$ cat src/rtl/alu_pipe_flags.sv
// Two-stage pipelined ALU with registered flags and valid/ready handshakes on both sides.
// 2-cycle latency, 1 beat/cycle; a stalled output holds result/flags and drops in_ready once both stages are full.
module alu_pipe_flags #(
   parameter int WIDTH   = 16,
   parameter int SHIFT_W = $clog2(WIDTH)
) (
   input  logic               clk,
   input  logic               rst,
   input  logic               in_valid,
   output logic               in_ready,
   input  logic [3:0]         opcode,
   input  logic [WIDTH-1:0]   input1,
   input  logic [WIDTH-1:0]   input2,
   input  logic [SHIFT_W-1:0] shiftValue,
   output logic               out_valid,
   input  logic               out_ready,
   output logic [WIDTH-1:0]   result,
   output logic               carryFlag,
   output logic               zeroFlag,
   output logic               overFlowFlag,
   output logic               signFlag
);

   localparam logic [3:0] OP_ADD = 4'd0;
   localparam logic [3:0] OP_SUB = 4'd1;
   localparam logic [3:0] OP_AND = 4'd2;
   localparam logic [3:0] OP_OR  = 4'd3;
   localparam logic [3:0] OP_SLL = 4'd4;
   localparam logic [3:0] OP_SRA = 4'd5;
   localparam logic [3:0] OP_XOR = 4'd6;
   localparam logic [3:0] OP_SRL = 4'd7;
   localparam logic [3:0] OP_ADC = 4'd8;

   logic               valid_a;
   logic [3:0]         op_a;
   logic [WIDTH-1:0]   a_a;
   logic [WIDTH-1:0]   b_a;
   logic [SHIFT_W-1:0] sh_a;
   logic               cstate;

   logic adv_a;
   logic adv_b;

   logic [WIDTH:0]     sum_w;
   logic [WIDTH:0]     diff_w;
   logic [WIDTH:0]     sll_w;
   logic [WIDTH:0]     srl_w;
   logic [WIDTH:0]     sra_w;
   logic               cin;
   logic [WIDTH-1:0]   res_n;
   logic               carry_n;
   logic               ovf_n;
   logic               upd_cstate;

   assign adv_b    = !out_valid || out_ready;
   assign adv_a    = !valid_a || adv_b;
   assign in_ready = adv_a;

   always_comb begin
      cin        = (op_a == OP_ADC) ? cstate : 1'b0;
      sum_w      = {1'b0, a_a} + {1'b0, b_a} + {{WIDTH{1'b0}}, cin};
      diff_w     = {1'b0, a_a} - {1'b0, b_a};
      // Extra bit on the shifted-out side captures the last bit lost; zero for a shift of 0.
      sll_w      = {1'b0, a_a} << sh_a;
      srl_w      = {a_a, 1'b0} >> sh_a;
      sra_w      = $signed({a_a, 1'b0}) >>> sh_a;
      res_n      = '0;
      carry_n    = 1'b0;
      ovf_n      = 1'b0;
      upd_cstate = 1'b0;
      case (op_a)
         OP_ADD, OP_ADC: begin
            res_n      = sum_w[WIDTH-1:0];
            carry_n    = sum_w[WIDTH];
            ovf_n      = (a_a[WIDTH-1] == b_a[WIDTH-1]) && (res_n[WIDTH-1] != a_a[WIDTH-1]);
            upd_cstate = 1'b1;
         end
         OP_SUB: begin
            res_n      = diff_w[WIDTH-1:0];
            carry_n    = diff_w[WIDTH];
            ovf_n      = (a_a[WIDTH-1] != b_a[WIDTH-1]) && (res_n[WIDTH-1] != a_a[WIDTH-1]);
            upd_cstate = 1'b1;
         end
         OP_AND: res_n = a_a & b_a;
         OP_OR:  res_n = a_a | b_a;
         OP_XOR: res_n = a_a ^ b_a;
         OP_SLL: begin
            res_n   = sll_w[WIDTH-1:0];
            carry_n = sll_w[WIDTH];
         end
         OP_SRL: begin
            res_n   = srl_w[WIDTH:1];
            carry_n = srl_w[0];
         end
         OP_SRA: begin
            res_n   = sra_w[WIDTH:1];
            carry_n = sra_w[0];
         end
         default: begin
            res_n = '0;
         end
      endcase
   end

   // cstate follows stage-B loads, so an ADC in stage A always sees its predecessor's carry.
   always_ff @(posedge clk) begin
      if (rst) begin
         valid_a      <= 1'b0;
         op_a         <= '0;
         a_a          <= '0;
         b_a          <= '0;
         sh_a         <= '0;
         cstate       <= 1'b0;
         out_valid    <= 1'b0;
         result       <= '0;
         carryFlag    <= 1'b0;
         zeroFlag     <= 1'b0;
         overFlowFlag <= 1'b0;
         signFlag     <= 1'b0;
      end else begin
         if (adv_b) begin
            out_valid <= valid_a;
            if (valid_a) begin
               result       <= res_n;
               carryFlag    <= carry_n;
               zeroFlag     <= (res_n == '0);
               overFlowFlag <= ovf_n;
               signFlag     <= res_n[WIDTH-1];
               if (upd_cstate) begin
                  cstate <= carry_n;
               end
            end
         end
         if (adv_a) begin
            valid_a <= in_valid;
            if (in_valid) begin
               op_a <= opcode;
               a_a  <= input1;
               b_a  <= input2;
               sh_a <= shiftValue;
            end
         end
      end
   end

endmodule

$ cat config.mk
export PLATFORM = sky130hd
export DESIGN_NAME = alu_pipe_flags
export DESIGN_NICKNAME = d
export VERILOG_FILES = /design/src/rtl/alu_pipe_flags.sv
export SDC_FILE = /design/constraint.sdc
export NUM_CORES = 1
export LEC_CHECK = 0
export CAP_MARGIN = 20
export CORE_UTILIZATION = 25
export DETAILED_ROUTE_END_ITERATION = 12
export DONT_BUFFER_PORTS = 1
export GPL_TIMING_DRIVEN = 1
export PLACE_DENSITY = 0.39
export SETUP_SLACK_MARGIN = 0.02
export SLEW_MARGIN = 20
export SYNTH_ARGS = -nofsm -noshare
export SYNTH_HDL_FRONTEND = slang
export SYNTH_SLANG_ARGS = --single-unit
$ cat constraint.sdc
create_clock -name clk -period 8.8 [get_ports clk]
set_clock_uncertainty 0.1 [all_clocks]
set_input_delay 2.2 -clock clk [delete_from_list [all_inputs] [get_ports clk]]
set_output_delay 2.2 -clock clk [all_outputs]
set_load 0.01 [all_outputs]
# == Yosys cells after proc, flatten, opt, wreduce, memory -nomap -nowiden ==
# Index checks and enable logic that the tools add are counted.
# totals
reg_bits,63
inputBits,44
out_inout_bits,22
word_cells,51
# op_classes
addsub,3
n_eq_ne,12
shift,3
mux,5
n_bitwise,3
n_reduce_logical,13
# op_table
op,count
16-bit one-hot mux with 8 select lines,1
16-bit by 16-bit adder with 17-bit output,1
17-bit by 1-bit adder with 17-bit output,1
16-bit by 4-bit left shift with 17-bit output,1
17-bit by 4-bit right shift with 17-bit output,1
17-bit by 4-bit >>> shifter with 17-bit output,1
16-bit by 16-bit subtractor with 17-bit output,1
16-bit bitwise AND,1
4-bit by 3-bit equality test with 1-bit output (second input constant),4
16-bit zero test,1
16-bit bitwise OR,1
16-bit bitwise XOR,1
4-bit by 2-bit equality test with 1-bit output (second input constant),2
1-bit one-hot mux with 5 select lines,1
4-bit by 1-bit equality test with 1-bit output (second input constant),1
4-bit equality test (second input constant),1
4-bit zero test,1
2-bit AND reduction,2
1-bit != test,3
3-bit AND reduction,1
3-bit OR reduction,1
1-bit logical AND,2
1-bit zero test,2
1-bit logical OR,2
4 further kinds,5

# == Depth between registers and ports, before layout ==
# depth
depth_word,6
mapped_depth,16
mapped_depth_nobuf,14

# == Worst setup path before layout ==
# Ideal clock, no wire load.
# synth_path
path_kind,input to output
startpoint,in out_ready
endpoint,out in_ready
arrival_time_ns,2.552
t_required_ns,6.500
setup_slack_ns,3.948
stages,2
n_path_buf,0
path_cell_list,nor2b_1 nand2_1
# synth_between
elab_chain_len,2
# synth_lines
item,line,source
from (decl),16,"input logic out_ready,"
1-bit logical OR,55,assign adv_b = !out_valid || out_ready;
1-bit logical OR,56,assign adv_a = !valid_a || adv_b;
to (decl),10,"output logic in_ready,"
# No other way between the ends.

# == Final worst setup path ==
# Same ends and word-level chain as after synthesis.

==> out/summary.txt <==
r2r setup slk -> 4.68 ns
critical path capture point type -> primary output
Worst Hold Slack -> 0.373 ns
Leak -> 0.00250 uW
Min-Delay Startpoint -> b_a[3]
gr usage total -> 19.2%
WS Path Type -> primary input to primary output
clock latency at the later pin of the worst-skew pair -> 0.36 ns
DR pass1 iterations -> 5
Iteration-0 DRC Markers -> 583
ys async rst share -> 0%
setup bufs post-CTS -> 0
number of warnings issued by yosys -> 0
DR vias/cell -> 5.58
CTS Sinks -> 62
worst path buffer plus inverter count -> 0
Period minus WS final -> 4.94 ns
post-synthesis cell area -> 6550 um2
Yosys cell types -> 84
pwr dens -> 140 nW/um2
Seq pwr share -> 34.1%
PostCTS Resize Cnt -> 0
die width -> 164 um
aggregate routed wire length -> 25200 um
vias post-DR -> 6452
Max Clock Freq -> 0.202 GHz
EDFF count, synth -> 0
Non-Filler Instances -> 1157
Max stage delay on crit path -> 0.25 ns
final net count -> 917
first-pass GRT wire length -> 38700 um
Comb pwr share -> 29.4%
total grt overflow -> 0
number of global-route vias before repair -> 6238
FF-to-FF End -> zeroFlag
PortBufs -> 0
CP Cell Sequence -> nor2b_1 -> nand2_1
row count -> 58
RSZ-0062 raised after global routing -> false
Register-to-Register Path Depth -> 14
most frequent cells in the layout -> 139 x nand2_1, 95 x a21oi_1, 76 x nor2_1
DRC -> 0
layout cells sized above 1 -> 9.55%
Die Area -> 26900 um2
Critical-path top delay cell -> nor2b_1
worst slew pin tran -> 1.10 ns
CTS Root Buffer Type -> clkbuf_16
Internal -> 604 uW
Worst Path Max Fanout -> 5
delay-heaviest family, CP -> simple AND/OR/NAND/NOR gates
crit share post-route -> 56.1%
# H-tree levels -> 3
core footprint -> 25500 um2
startpoint types -> primary input
setup TNS -> 0 ns
Top Ports -> 66
Final Max Tran Viols -> 0
status -> complete, no violations
Max-Cap Viols -> 0
Synth Flop Type -> dfxtp_1
placed cell count -> 1141
# diodes -> 0
Final setup viols -> 0
critical path arrival -> 2.64 ns
Sw Share -> 38.0%
routed len/inst -> 21.8 um
Post-Synthesis Cells -> 872
initial core utilization -> 25.7%
Net Switching -> 370 uW
hold_buf cts -> 0
Fin. Hold Viols -> 0
Antenna Violating Nets Remaining -> 0
FF-to-FF Start -> op_a[0]
fraction of the yosys area taken by sequential cells -> 18.9%
number of CTS-inserted buffers -> 9
Detail Placement HPWL -> 18400 um
Max-slew headroom -> 26.0%
Hold Crit Class -> flip-flop to flip-flop
Post-Syn Area per Cell -> 7.51 um2
Hold EP -> b_a[3]
Die Height -> 164 um
Required @ worst endpoint -> 6.50 ns
most common cell after layout, fill and taps aside -> nand2_1
Max clock buf depth -> 2
Worst Hold Depth -> 2
count of state elements after synthesis -> 62
antenna violations before repair -> 0
GP Congestion -> 0.888
area grow syn2layout -> 5.81%
Max IR drop VDD -> 0.0695 mV
clock power share -> 36.5%
Post-Syn Nets -> 967
Clock Pin Slew Worst Setup and Hold Paths -> 0.06 ns
largest net degree at the start of global routing -> 64
TritonCTS clock tree -> done
area by class of cell:
class                           instances  area (um2)
Tap cell                              330         413
Timing Repair Buffer                   11        82.6
Clock buffer                           10         239
Fill cell                            2857       18500
Clock inverter                          6        46.3
Multi-Input combinational cell        686        4710
Inverter                               52         195
Sequential cell                        62        1240
metrics by stage:
stage | setup slack [ns] | cell area [um2] | total power, uW | util (%)
3_3_place_gp | 3.87 | 6640 | 623 | 26.1
6_report | 3.86 | 6930 | 974 | 27.2
2_1_floorplan | 3.95 | 6550 | 550 | -
5_1_grt | 3.78 | 6930 | 1030 | 27.2
3_5_place_dp | 3.84 | 6640 | 622 | 26.1
4_1_cts | 3.85 | 6930 | 985 | 27.2
registers in the layout (all words and copies together) (netlist names):
signal        count
zeroFlag          1
result           16
out_valid         1
cstate            1
b_a              16
overFlowFlag      1
op_a              4
sh_a              4
carryFlag         1
valid_a           1
a_a              16
cells by family (layout without fill, tap and decap cells):
kind of cell	after synthesis	count (layout)	synth area share, %
flops	62	62	18.9
xor+xnor	5	5	0.668
buf+inv	124	79	9.51
mux	42	42	9.53
simple gates	307	307	21.4
fa+ha+maj	51	51	10.1
compound gates	281	281	29.8
Yosys cell counts, types with 12 or more instances:
| cell type | instances | area share [%] |
|---|---|---|
| ha_1 | 48 | 9.2 |
| inv_1 | 49 | 2.8 |
| nand2_1 | 139 | 8.0 |
| o21ai_0 | 36 | 2.8 |
| a21oi_1 | 95 | 7.3 |
| buf_2 | 12 | 0.92 |
| clkbuf_1 | 40 | 2.3 |
| o211ai_1 | 16 | 1.8 |
| nor2_1 | 76 | 4.4 |
| nor3_1 | 16 | 1.2 |
| mux2i_1 | 23 | 3.5 |
| dfxtp_1 | 62 | 19 |
| a211oi_1 | 27 | 3.1 |
| mux4_2 | 16 | 5.5 |
tightest hold or removal path: cells and delay by family, from the launching register on:
family | cells | cell delay, ns
DFF | 1 | 0.32
and+or+nand+nor | 1 | 0.06
AOI/OAI and AO/OA | 1 | 0.05
power groups by stage:
stage	registers, uW	clock network [uW]	logic (uW)
floorplan	320	0	229
global placement	338	0	285
detailed placement	339	0	283
CTS	332	369	284
global route	336	377	316
finish	332	355	287
worst max-delay path by stage:
| stage | startpoint | end | cells past startpoint |
|---|---|---|---|
| global placement | out_ready | in_ready | 2 |
| CTS | out_ready | in_ready | 2 |
| detailed placement | out_ready | in_ready | 2 |
| finish | out_ready | in_ready | 2 |
| floorplan | out_ready | in_ready | 2 |
| global route | out_ready | in_ready | 2 |
routing by layer:
metal	GRT usage, %	vias up	routed length (um)
li1	-	3071	-
met1	27.6	3119	12200
met2	29.0	237	10900
met3	4.17	25	1790
met4	3.83	0	279
met5	0	-	0
Power figures use the tool's default switching activity.
